[src/rtl/pkt_asm_pkg.sv]
// Shared types and width helpers for the packet assembler and its FIFO.
// Optional statistics counter in the top is enabled by PKT_ASSEMBLER_STATS_EN.
package pkt_asm_pkg;

  typedef enum logic {
    IDLE = 1'b0,
    BODY = 1'b1
  } state_t;

  localparam int DROP_CNT_W = 8;
  localparam int PKT_CNT_W  = 16;

  function automatic int id_w(input int pkt_num);
    return (pkt_num > 1) ? $clog2(pkt_num) : 1;
  endfunction

  function automatic int beat_cnt_w(input int pkt_size);
    return $clog2(pkt_size + 1);
  endfunction

endpackage

[src/rtl/pkt_asm_fifo.sv]
// Show-ahead FIFO: head entry is visible on rdata whenever not empty.
// A push into a full FIFO is accepted only when a pop happens in the same cycle.
module pkt_asm_fifo #(
  parameter int WIDTH = 8,
  parameter int DEPTH = 4
) (
  input  logic             clk,
  input  logic             rst_n,
  input  logic             push,
  input  logic [WIDTH-1:0] wdata,
  input  logic             pop,
  output logic [WIDTH-1:0] rdata,
  output logic             full,
  output logic             empty
);

  localparam int AW = $clog2(DEPTH);
  localparam int PW = AW + 1;

  logic [WIDTH-1:0] mem_q [DEPTH];
  logic [PW-1:0]    wr_ptr_q, wr_ptr_d;
  logic [PW-1:0]    rd_ptr_q, rd_ptr_d;
  logic             do_push, do_pop;

  assign empty   = (wr_ptr_q == rd_ptr_q);
  assign full    = ((wr_ptr_q ^ rd_ptr_q) == {1'b1, {AW{1'b0}}});
  assign do_pop  = pop & ~empty;
  assign do_push = push & (~full | do_pop);

  // Gate the head with empty so the output reads zero after reset and when drained.
  assign rdata = empty ? '0 : mem_q[rd_ptr_q[AW-1:0]];

  always_comb begin
    wr_ptr_d = wr_ptr_q;
    rd_ptr_d = rd_ptr_q;
    if (do_push) wr_ptr_d = wr_ptr_q + PW'(1);
    if (do_pop)  rd_ptr_d = rd_ptr_q + PW'(1);
  end

  always_ff @(posedge clk or negedge rst_n) begin
    if (!rst_n) begin
      wr_ptr_q <= '0;
      rd_ptr_q <= '0;
    end else begin
      wr_ptr_q <= wr_ptr_d;
      rd_ptr_q <= rd_ptr_d;
    end
  end

  always_ff @(posedge clk) begin
    if (do_push) mem_q[wr_ptr_q[AW-1:0]] <= wdata;
  end

endmodule

[src/rtl/pkt_assembler.sv]
// Collapses PKT_SIZE-beat packets into wide words, queues them, flags framing errors.
// Define PKT_ASSEMBLER_STATS_EN to enable the pkt_cnt packet counter.
module pkt_assembler
  import pkt_asm_pkg::*;
#(
  parameter int PKT_NUM    = 7,
  parameter int PKT_SIZE   = 3,
  parameter int DATA_WIDTH = 1,
  parameter int FIFO_DEPTH = 4
) (
  input  logic                           clk,
  input  logic                           rst_n,
  input  logic                           vld_in,
  input  logic                           SOP_in,
  input  logic                           EOP_in,
  input  logic [id_w(PKT_NUM)-1:0]       pkt_id_in,
  input  logic [DATA_WIDTH-1:0]          data_in,
  output logic                           out_vld,
  input  logic                           out_rdy,
  output logic [id_w(PKT_NUM)-1:0]       out_pkt_id,
  output logic [PKT_SIZE*DATA_WIDTH-1:0] out_data,
  input  logic                           err_clr,
  output logic                           err_seq,
  output logic                           err_id,
  output logic                           err_len,
  output logic [DROP_CNT_W-1:0]          drop_cnt,
  output logic [PKT_CNT_W-1:0]           pkt_cnt
);

  localparam int ID_W = id_w(PKT_NUM);
  localparam int BCW  = beat_cnt_w(PKT_SIZE);
  localparam int PW   = PKT_SIZE * DATA_WIDTH;
  localparam logic [BCW-1:0] LAST_IDX = BCW'(PKT_SIZE - 1);

  state_t          state_q, state_d;
  logic [BCW-1:0]  beat_cnt_q, beat_cnt_d;
  logic [ID_W-1:0] cur_id_q, cur_id_d;
  logic [PW-1:0]   buf_q, buf_d;
  logic            err_seq_q, err_seq_d;
  logic            err_id_q, err_id_d;
  logic            err_len_q, err_len_d;
  logic [DROP_CNT_W-1:0] drop_cnt_q, drop_cnt_d;

  logic seq_evt, id_evt, len_evt, push_req, push_ok, pop, drop;
  logic fifo_full, fifo_empty;
  logic [ID_W+PW-1:0] fifo_rdata;

  always_comb begin
    state_d    = state_q;
    beat_cnt_d = beat_cnt_q;
    cur_id_d   = cur_id_q;
    buf_d      = buf_q;
    seq_evt    = 1'b0;
    id_evt     = 1'b0;
    len_evt    = 1'b0;
    push_req   = 1'b0;
    if (vld_in) begin
      case (state_q)
        IDLE: begin
          if (!SOP_in) begin
            seq_evt = 1'b1;
          end else if (EOP_in) begin
            len_evt = 1'b1;
          end else begin
            buf_d[0 +: DATA_WIDTH] = data_in;
            cur_id_d   = pkt_id_in;
            beat_cnt_d = BCW'(1);
            state_d    = BODY;
          end
        end
        BODY: begin
          if (SOP_in) begin
            // A fresh SOP restarts assembly; a single-beat SOP+EOP is also a length fault.
            seq_evt = 1'b1;
            if (EOP_in) begin
              len_evt    = 1'b1;
              beat_cnt_d = '0;
              state_d    = IDLE;
            end else begin
              buf_d[0 +: DATA_WIDTH] = data_in;
              cur_id_d   = pkt_id_in;
              beat_cnt_d = BCW'(1);
            end
          end else if (pkt_id_in != cur_id_q) begin
            id_evt     = 1'b1;
            beat_cnt_d = '0;
            state_d    = IDLE;
          end else if (!EOP_in) begin
            if (beat_cnt_q == LAST_IDX) begin
              len_evt    = 1'b1;
              beat_cnt_d = '0;
              state_d    = IDLE;
            end else begin
              buf_d[int'(beat_cnt_q)*DATA_WIDTH +: DATA_WIDTH] = data_in;
              beat_cnt_d = beat_cnt_q + BCW'(1);
            end
          end else begin
            if (beat_cnt_q != LAST_IDX) begin
              len_evt = 1'b1;
            end else begin
              buf_d[int'(LAST_IDX)*DATA_WIDTH +: DATA_WIDTH] = data_in;
              push_req = 1'b1;
            end
            beat_cnt_d = '0;
            state_d    = IDLE;
          end
        end
        default: state_d = IDLE;
      endcase
    end
  end

  assign pop     = out_vld & out_rdy;
  assign push_ok = push_req & (~fifo_full | pop);
  assign drop    = push_req & ~push_ok;

  always_comb begin
    // An error event in the clear cycle keeps the bit set.
    err_seq_d  = (err_seq_q & ~err_clr) | seq_evt;
    err_id_d   = (err_id_q  & ~err_clr) | id_evt;
    err_len_d  = (err_len_q & ~err_clr) | len_evt;
    drop_cnt_d = drop_cnt_q;
    if (drop && (drop_cnt_q != '1)) drop_cnt_d = drop_cnt_q + DROP_CNT_W'(1);
  end

  always_ff @(posedge clk or negedge rst_n) begin
    if (!rst_n) begin
      state_q    <= IDLE;
      beat_cnt_q <= '0;
      cur_id_q   <= '0;
      buf_q      <= '0;
      err_seq_q  <= 1'b0;
      err_id_q   <= 1'b0;
      err_len_q  <= 1'b0;
      drop_cnt_q <= '0;
    end else begin
      state_q    <= state_d;
      beat_cnt_q <= beat_cnt_d;
      cur_id_q   <= cur_id_d;
      buf_q      <= buf_d;
      err_seq_q  <= err_seq_d;
      err_id_q   <= err_id_d;
      err_len_q  <= err_len_d;
      drop_cnt_q <= drop_cnt_d;
    end
  end

  pkt_asm_fifo #(
    .WIDTH (ID_W + PW),
    .DEPTH (FIFO_DEPTH)
  ) u_fifo (
    .clk   (clk),
    .rst_n (rst_n),
    .push  (push_req),
    .wdata ({cur_id_q, buf_d}),
    .pop   (pop),
    .rdata (fifo_rdata),
    .full  (fifo_full),
    .empty (fifo_empty)
  );

  assign out_vld    = ~fifo_empty;
  assign out_pkt_id = fifo_rdata[PW +: ID_W];
  assign out_data   = fifo_rdata[PW-1:0];
  assign err_seq    = err_seq_q;
  assign err_id     = err_id_q;
  assign err_len    = err_len_q;
  assign drop_cnt   = drop_cnt_q;

`ifdef PKT_ASSEMBLER_STATS_EN
  logic [PKT_CNT_W-1:0] pkt_cnt_q, pkt_cnt_d;

  always_comb begin
    pkt_cnt_d = pkt_cnt_q;
    if (push_ok) pkt_cnt_d = pkt_cnt_q + PKT_CNT_W'(1);
  end

  always_ff @(posedge clk or negedge rst_n) begin
    if (!rst_n) pkt_cnt_q <= '0;
    else        pkt_cnt_q <= pkt_cnt_d;
  end

  assign pkt_cnt = pkt_cnt_q;
`else
  assign pkt_cnt = '0;
`endif

endmodule

[config.mk]
export PLATFORM = sky130hd
export DESIGN_NAME = pkt_assembler
export DESIGN_NICKNAME = d
export VERILOG_FILES = /design/src/rtl/pkt_asm_pkg.sv /design/src/rtl/pkt_asm_fifo.sv /design/src/rtl/pkt_assembler.sv
export SDC_FILE = /design/constraint.sdc
export NUM_CORES = 1
export LEC_CHECK = 0
export CORE_ASPECT_RATIO = 0.8
export CORE_UTILIZATION = 40
export CTS_BUF_LIST = sky130_fd_sc_hd__clkbuf_8
export DETAILED_ROUTE_END_ITERATION = 10
export DONT_BUFFER_PORTS = 1
export GPL_ROUTABILITY_DRIVEN = 0
export SYNTH_ARGS = -nofsm -noshare
export SYNTH_HDL_FRONTEND = slang
export SYNTH_SLANG_ARGS = --single-unit
[constraint.sdc]
create_clock -name clk -period 4.7 [get_ports clk]
set_clock_uncertainty 0.15 [all_clocks]
set_input_delay 0.47 -clock clk [delete_from_list [all_inputs] [get_ports clk]]
set_output_delay 0.47 -clock clk [all_outputs]
set_load 0.02 [all_outputs]
==> results of run 1 <==
## how the worst min path moves through the flow
| stage | start | end | slack [ns] |
|---|---|---|---|
| after floorplan | rst_n | beat_cnt_q[0] | 0.02 |
| after global placement | rst_n | drop_cnt[2] | 0.03 |
| after detailed placement | rst_n | drop_cnt[2] | 0.03 |
| after CTS | err_clr | err_seq | 0.09 |
| after global routing | err_clr | err_seq | 0.08 |
| final | err_clr | err_seq | 0.10 |
## registers in the layout (all words and copies together), names as in the netlist
name,flops
u_fifo.rd_ptr_q,3
state_q,1
u_fifo.mem_q,24
cur_id_q,3
drop_cnt,8
u_fifo.wr_ptr_q,3
err_len,1
err_seq,1
beat_cnt_q,2
buf_q,3
err_id,1
## cell families after synthesis
kind of cell / count (synthesis)
AO/OA/AOI/OAI: 15
XOR/XNOR: 15
adder cells (fa/ha/maj): 13
buffers and inverters: 35
flip-flops: 50
multiplexers: 16
other: 1
AND/OR/NAND/NOR: 56
## per-stage QoR
stage               instances  hold WS, ns
floorplan                 216       0.0244
global placement          276       0.0252
detailed placement        276       0.0251
CTS                       286       0.0924
global route              286       0.0816
finish                    286        0.104
## placed cells by master, fill, tap and decap left out, types with 2 or more instances in the layout
master and count:
dfrtp_1 26, edfxtp_1 24, conb_1 16, inv_1 14, ha_1 13, xnor2_1 9, nand4_1 8, and2_1 7
mux4_2 6, and3_1 6, nand3_1 6, xor2_1 5, nor2_1 5, clkbuf_8 5, nand2_1 4, mux2_2 4
nand3b_1 3, o22ai_1 3, nor3_1 3, o21ai_0 3, nand2b_1 2, mux2i_1 2, a31oi_1 2, a21oi_1 2
mux2_1 2, and4_1 2, mux2_4 2, nand3_2 2, clkinv_4 2
## critical path, delay by kind of cell, from the launching register on
family	cells	cell delay, ns
flip-flops	1	0.43
AND/OR/NAND/NOR	3	1.28
adder cells (fa/ha/maj)	2	0.44
buffers and inverters	1	0.12
## power breakdown
part,leakage [nW],switching [W],internal [W]
logic,0.544,0.000136,0.000107
clock network,0.0458,0.000147,0.000105
registers,0.543,0.0000596,0.000489
## layer usage
layer / global-route usage, % / part of all wire, % / vias to the layer above
met5: 0 / 0 / -
met4: 4.17 / 0.51 / 0
met3: 4.19 / 5.1 / 4
met2: 19.4 / 42 / 39
met1: 22.5 / 53 / 724
li1: - / - / 700
## cell type report
| cell class | instances | area, µm² |
|---|---|---|
| Clock buffer | 5 | 68.8 |
| Timing Repair Buffer | 2 | 30.0 |
| Clock inverter | 3 | 21.3 |
| Fill cell | 560 | 3370 |
| Tap cell | 81 | 101 |
| Sequential cell | 50 | 1370 |
| Inverter | 14 | 52.6 |
| Multi-Input combinational cell | 131 | 1090 |
## repair_timing
| action | 4_1_cts | 5_1_grt |
|---|---|---|
| endpoints found under the hold margin | 26 | 0 |
| hold buffers | 2 | 0 |
| endpoints found under the setup margin | 0 | 0 |
==> reports/metrics.cfg, run 1 <==
[status]
outcome=complete, no violations

[clock_network]
cts_max_path_buffers=2
cts.clk_slew.worst_paths_ns=0.09
cts_root_buf=clkbuf_8
cts_resized=0
cts_setup_buffers=0
cts_tree=built
clock_latency_ns=0.30
cts_made_buffers=5
htree_levels=2
cts.sinks=50

[floorplanning]
initial_utilization_pct=42.9
die_w_um=92.4
io_pins=45
die_h_um=74.3
die_area_um2=6860
core_um2=6100
core.rowCount=25

[routing]
vias=1467
drt-total-wl_um=4530
drcViolationCount=0
firstDrtPassIters=4
wl_per_cell_um=15.8
viasPerCell=5.13
drtAntennaViolNets=0
drt_iter0_markers=68

[power]
ir_drop_mv=0.159
p_leak_nw=1.13
power_per_cell_area_nw_per_um2=382
design_power_total_w=0.00104

[synth]
synth_compound_area_share_pct=3.83
synth-seq-area-share_pct=52.5
yosys-top-cells-area=edfxtp_1 (28%), dfrtp_1 (25%), ha_1 (6.2%), mux4_2 (5.2%), buf_4 (4.9%)
synth.avg_cell_area_um2=13.0
async_reset_ff_share_pct=52.0
synth_top_cells_by_count=dfrtp_1 (26), edfxtp_1 (24), buf_4 (17)
synth-xor-area-share_pct=5.31
synth_ff_type=dfrtp_1
synthDistinctLibCells=45
muxShareOfSynthArea_pct=9.67
synthCells=201
synth-seq-cells=50
synth-simple-area-share_pct=14.3
yosys.area.top_type=edfxtp_1
synth_top_cell_area_share_pct=27.6
synth_most_common_cell=dfrtp_1
synth_top_family_by_area=simple AND/OR/NAND/NOR gates
synth-edff-count=24
yosys.area_share.adder_pct=6.22
synth_area_um2=2610
ys_warn_count=0

[worst_setup_path]
crit_path_max_incr_delay_ns=0.68
worstSetupEndpointType=flop
startpoint=beat_cnt_q[0]
cp_data_required_time_ns=4.53
start_kind=flop
reg2reg_from=beat_cnt_q[0]
cp_max_fo=13
crit_path_end=u_fifo.mem_q[3][4]
crit_arrival_ns=2.57
path_cells=inv_1 -> ha_1 -> ha_1 -> nand4b_2 -> nor4_4 -> and3_1
r2r_cells=6
path_class=flop to flop
cpMaxStageDelayCell=nor4_4
cp_common_cell=ha_1
reg2reg_to=u_fifo.mem_q[3][4]
r2r_slack_ns=1.96

[sta]
fin_ws_ns=1.96
hold_violations=0
period_minus_slack_ns=2.74
drv_slew=0
period_share_pct=58.2
max_slew.worst_pin.slew_ns=0.779
max_freq_mhz=365
setup_viol=0
relSlewSlack_pct=47.7
rsz0062_at_grt=false
timing.setup.tns_ns=0

[global_route]
grt_pass1_wl_um=7460
grt_max_degree=27
grt_pass1_vias=1390
track_usage_pct=14.5
antenna_found_initial=0
gr-total-overflow=0

[placed_design]
place_ws_ns=2.00
placed_cell_area_um2=2610
port_buffers=0
dpl.hpwl_um=3260

[flow_run]
cap_violations=0

[final_layout]
final_area_um2=2730
antenna_cells=0
final_util_pct=44.8
final_nets=228
area_growth_pct=4.55
layout-drive-gt1-share_pct=13.2

[hold_path]
whs_path_depth=1
hold_class=primary input to flop

(Power assumes the default switching activity.)
==> inputs of run 2 (changes only) <==
Clock period 4.7 ns to 2.45 ns, I/O delays scaled along.
==> reports/metrics.cfg, run 2 (synthesis gave the netlist of run 1 again) <==
[floorplanning]
initial_utilization_pct=42.9  ; unchanged
io_pins=45  ; unchanged
die_h_um=74.3  ; unchanged
die_w_um=92.4  ; unchanged
core.rowCount=25  ; unchanged
die_area_um2=6860  ; unchanged
core_um2=6100  ; unchanged

[placed_design]
dpl.hpwl_um=3260  ; about the same
place_ws_ns=0.123  ; -1.87 ns
port_buffers=0  ; unchanged
dp.cells=281  ; +1.8%

[worst_setup_path]
cp_max_fo=9  ; -4
startpoint=u_fifo.rd_ptr_q[1]
start_kind=flop
cp_data_required_time_ns=2.06  ; -2.47 ns
worstSetupEndpointType=output pin
r2r_slack_ns=0.24  ; -1.72 ns
reg2reg_from=beat_cnt_q[0]
path_class=flop to output pin
reg2reg_to=drop_cnt[6]
r2r_cells=8  ; +2
crit_arrival_ns=1.83  ; -0.74 ns

[final_layout]
fill_cells=564  ; +0.71%
largest_register_ff_count=24  ; unchanged
multiInputGateArea_um2=1100  ; +1.4%
final_common_cell=dfrtp_1
final_nets=241  ; +5.7%
final_util_pct=46.8  ; +2.0 points
layout-drive-gt1-share_pct=15.1  ; +2.0 points
antenna_cells=0  ; unchanged
mostFrequentLayoutCells=dfrtp_1 (26), edfxtp_1 (24), conb_1 (16)
final_cells=299  ; +4.5%
ff_latch_area_um2=1370  ; unchanged
area_growth_pct=9.24

[hold_path]
hold_start=vld_in
min_to=err_id
hold_class=primary input to flop
whs_path_depth=2  ; +1

[sta]
fin_ws_ns=0.221  ; -1.74 ns
timing.setup.tns_ns=0  ; unchanged
rsz0062_at_grt=false
period_minus_slack_ns=2.23
hold_violations=0  ; unchanged
hold_ws_ns=0.0162  ; -0.0874 ns
setup_viol=0  ; unchanged
period_share_pct=91.0
drv_slew=0  ; unchanged
max_freq_mhz=449

[global_route]
antenna_found_initial=0  ; unchanged
gr-total-overflow=0  ; unchanged
track_usage_pct=14.1  ; -0.41 points
grt_pass1_vias=1483  ; +6.7%
grt_pass1_wl_um=7380  ; -1.1%
grt_max_degree=27  ; unchanged

[clock_network]
cts_tree=built
clock_latency_ns=0.30  ; about the same
htree_levels=2  ; unchanged
cts_root_buf=clkbuf_8
cts.sinks=50  ; unchanged
cts.clk_slew.worst_paths_ns=0.09  ; about the same
cts_made_buffers=5  ; unchanged
cts_max_path_buffers=2  ; unchanged

[routing]
wl_per_cell_um=15.3  ; -3.6%
vias=1521  ; +3.7%
drt-total-wl_um=4560  ; +0.82%
drcViolationCount=0  ; unchanged
drtAntennaViolNets=0  ; unchanged
firstDrtPassIters=4  ; unchanged
drt_iter0_markers=42  ; -38%
viasPerCell=5.09  ; -0.83%

[power]
power_per_cell_area_nw_per_um2=718  ; +88%
ir_drop_mv=0.416  ; +160%
p_leak_nw=1.20  ; +5.6%

[flow_run]
cap_violations=0  ; unchanged

[status]
outcome=complete, no violations

[run 2: how the worst max path moves through the flow]
stage | to | cells after the start | slack [ns]
after detailed placement | drop_cnt[6] | 8 | 0.12
after global routing | drop_cnt[6] | 8 | 0.06
after CTS | drop_cnt[6] | 8 | 0.11
after floorplan | u_fifo.mem_q[0][0] | 7 | 0.19
after global placement | drop_cnt[6] | 8 | 0.14
final | out_data[0] | 3 | 0.22
[run 2: worst max-delay path, cell delays in order, from the launching register on]
cell	delay (ns)
dfrtp_1	0.53
xnor2_2	0.31
nand3b_1	0.36
and2_1	0.34
[run 2: through the flow]
stage / total power, W / cell area (µm²)
2_1_floorplan: 0.00150 / 2670
3_3_place_gp: 0.00154 / 2650
3_5_place_dp: 0.00155 / 2650
4_1_cts: 0.00205 / 2840
5_1_grt: 0.00216 / 2860
6_report: 0.00205 / 2860
[run 2: where the power goes]
group / switching (W) / total, W / internal (W) / leakage [nW]
Sequential: 0.0000865 / 0.00102 / 0.000938 / 0.543
Clock: 0.000268 / 0.000469 / 0.000201 / 0.0458
Combinational: 0.000312 / 0.000556 / 0.000244 / 0.608
[run 2: metal layers]
metal  up-vias  GRT usage, %  part of all wire, %
met5         -             0                    0
met4         0          3.13                 0.48
met3         2          3.58                  4.3
met2        31          21.2                   43
met1       752          20.7                   52
li1        736             -                    -
[run 2: final cells by class]
cell class,count,share of cell area (%)
clock buffers,5,2.41
clock inverters,3,0.745
inverters,14,1.84
multi-input cells,132,38.6
flip-flops and latches,50,48.0
well taps,81,3.55
repair buffers,14,4.82
[run 2: timing repair]
action | in CTS | in global routing
resized for setup | 0 | 1
setup endpoints to repair | 0 | 20
buffers inserted | 0 | 0
hold endpoints to repair | 34 | 0
hold buffers | 9 | 0
==> inputs of run 3 (changes only) <==
Settings changed: HOLD_SLACK_MARGIN set to 0.08.
Clock period 2.45 ns to 2.4 ns, I/O delays scaled along.
==> reports/metrics.cfg, run 3 (synthesis gave the netlist of run 1 again) <==
[sta]
hold_violations=0  ; unchanged
max_freq_mhz=457
drv_slew=0  ; unchanged
period_minus_slack_ns=2.19
timing.setup.tns_ns=0  ; unchanged
period_share_pct=91.2
setup_viol=0  ; unchanged
hold_ws_ns=0.118  ; +0.101 ns
rsz0062_at_grt=false

[power]
p_sw_share_pct=31.3  ; -1.2 points
power_per_cell_area_nw_per_um2=761  ; +6.1%
combinationalPowerShare_pct=25.9  ; -1.2 points
p_leak_nw=1.22  ; +2.3%
p_sw_w=0.000699  ; +4.8%
ir_drop_mv=0.399  ; -3.9%
clkPwrFrac_pct=27.5  ; +4.6 points
internal-power_w=0.00153  ; +11%
seqPwrFrac_pct=46.6  ; -3.4 points

[worst_setup_path]
startpoint=cur_id_q[1]
worstSetupEndpointType=flop
cpMaxStageDelayCell=dlygate4sd3_1
crit_path_max_incr_delay_ns=0.55  ; +0.02 ns
r2r_cells=5  ; -3
cp_data_required_time_ns=2.44  ; +0.38 ns
path_cells=xor2_1 -> nor3_2 -> a211oi_1 -> nor2_1 -> dlygate4sd3_1
path_class=flop to flop
crit_arrival_ns=2.23  ; +0.40 ns
start_kind=flop
cp_max_fo=6  ; -3
reg2reg_from=cur_id_q[1]

[routing]
viasPerCell=5.00  ; -1.6%
drt-total-wl_um=4590  ; +0.46%
vias=1521  ; unchanged
drtAntennaViolNets=0  ; unchanged
drt_iter0_markers=65  ; +55%
wl_per_cell_um=15.1  ; -1.2%
firstDrtPassIters=4  ; unchanged
drcViolationCount=0  ; unchanged

[clock_network]
cts_root_buf=clkbuf_8
cts_tree=built
cts.clk_slew.worst_paths_ns=0.10  ; about the same
htree_levels=2  ; unchanged
clock_latency_ns=0.30  ; about the same
cts.sinks=50  ; unchanged
cts_max_path_buffers=2  ; unchanged
cts_made_buffers=5  ; unchanged

[placed_design]
port_buffers=0  ; unchanged
dpl.hpwl_um=3230  ; -1.1%
dp.cells=282  ; +0.36%

[final_layout]
mostFrequentLayoutCells=dfrtp_1 (26), edfxtp_1 (24), conb_1 (16)
final_nets=246  ; +2.1%
layout-drive-gt1-share_pct=15.7  ; +0.56 points
antenna_cells=0  ; unchanged
largest_register_ff_count=24  ; unchanged
fill_cells=540  ; -4.3%
final_cells=304  ; +1.7%
final_common_cell=dfrtp_1
final_util_pct=48.0  ; +1.2 points
area_growth_pct=12.1

[flow_run]
cap_violations=0  ; unchanged

[global_route]
track_usage_pct=14.8  ; +0.69 points
gr-total-overflow=0  ; unchanged
antenna_found_initial=0  ; unchanged
grt_pass1_wl_um=7600  ; +3.1%
grt_max_degree=27  ; unchanged
grt_pass1_vias=1473  ; -0.67%

[floorplanning]
die_area_um2=6860  ; unchanged
io_pins=45  ; unchanged
die_w_um=92.4  ; unchanged
core_um2=6100  ; unchanged
initial_utilization_pct=42.9  ; unchanged
die_h_um=74.3  ; unchanged
core.rowCount=25  ; unchanged

[status]
outcome=complete, no violations

[hold_path]
hold_start=EOP_in
hold_class=primary input to flop
whs_path_depth=2  ; unchanged

==> run 3: power groups by stage <==
stage	Combinational [W]	Sequential, W	Clock [W]
2_1_floorplan	0.000517	0.00102	0
3_3_place_gp	0.000534	0.00106	0
3_5_place_dp	0.000541	0.00106	0
4_1_cts	0.000582	0.00104	0.000632
5_1_grt	0.000633	0.00105	0.000667
6_report	0.000578	0.00104	0.000614
==> run 3: metrics by stage <==
stage / setup WS [ns] / area, µm² / total power (W)
after global placement: 0.115 / 2660 / 0.00159
after CTS: 0.0663 / 2920 / 0.00225
after floorplan: 0.135 / 2670 / 0.00154
after detailed placement: 0.0960 / 2660 / 0.00160
after global routing: 0.0624 / 2930 / 0.00235
final: 0.212 / 2930 / 0.00223
==> run 3: layout make-up <==
class	instances	area, µm²	share of cell area, %
clock buffer	5	68.8	2.35
clock inverter	3	47.5	1.62
inverter	14	52.6	1.79
multi-input combinational	131	1090	37.3
sequential	50	1370	46.8
tap	81	101	3.46
timing repair buffer	20	195	6.66
==> run 3: final timing paths <==
check                           slack [ns]            endpoint
max in group asynchronous             1.74         cur_id_q[2]
worst max-delay path                  0.21       beat_cnt_q[0]
worst max register to register        0.21       beat_cnt_q[0]
worst min register to register        0.35  u_fifo.rd_ptr_q[2]
worst min-delay path                  0.12            buf_q[2]
min in group asynchronous             0.20         drop_cnt[0]
==> run 3: metal layers <==
metal | vias up | global-route usage [%] | share of wire, %
li1 | 745 | - | -
met2 | 49 | 20.0 | 41
met1 | 720 | 22.3 | 51
met5 | - | 0 | 0
met3 | 7 | 4.40 | 6.5
met4 | 0 | 5.21 | 1.4
==> run 3: repair_timing <==
action | 4_1_cts | 5_1_grt
setup buffers | 0 | 0
resized for setup | 0 | 1
hold endpoints to repair | 40 | 0
setup endpoints to repair | 0 | 27
hold buffers | 14 | 0
==> run 3: worst max-delay path, delay by kind of cell, from the launching register on <==
kind | cells | cell delay (ns)
AO/OA/AOI/OAI | 1 | 0.26
XOR/XNOR | 1 | 0.42
buffers and inverters | 1 | 0.55
flip-flops | 1 | 0.46
AND/OR/NAND/NOR | 2 | 0.23
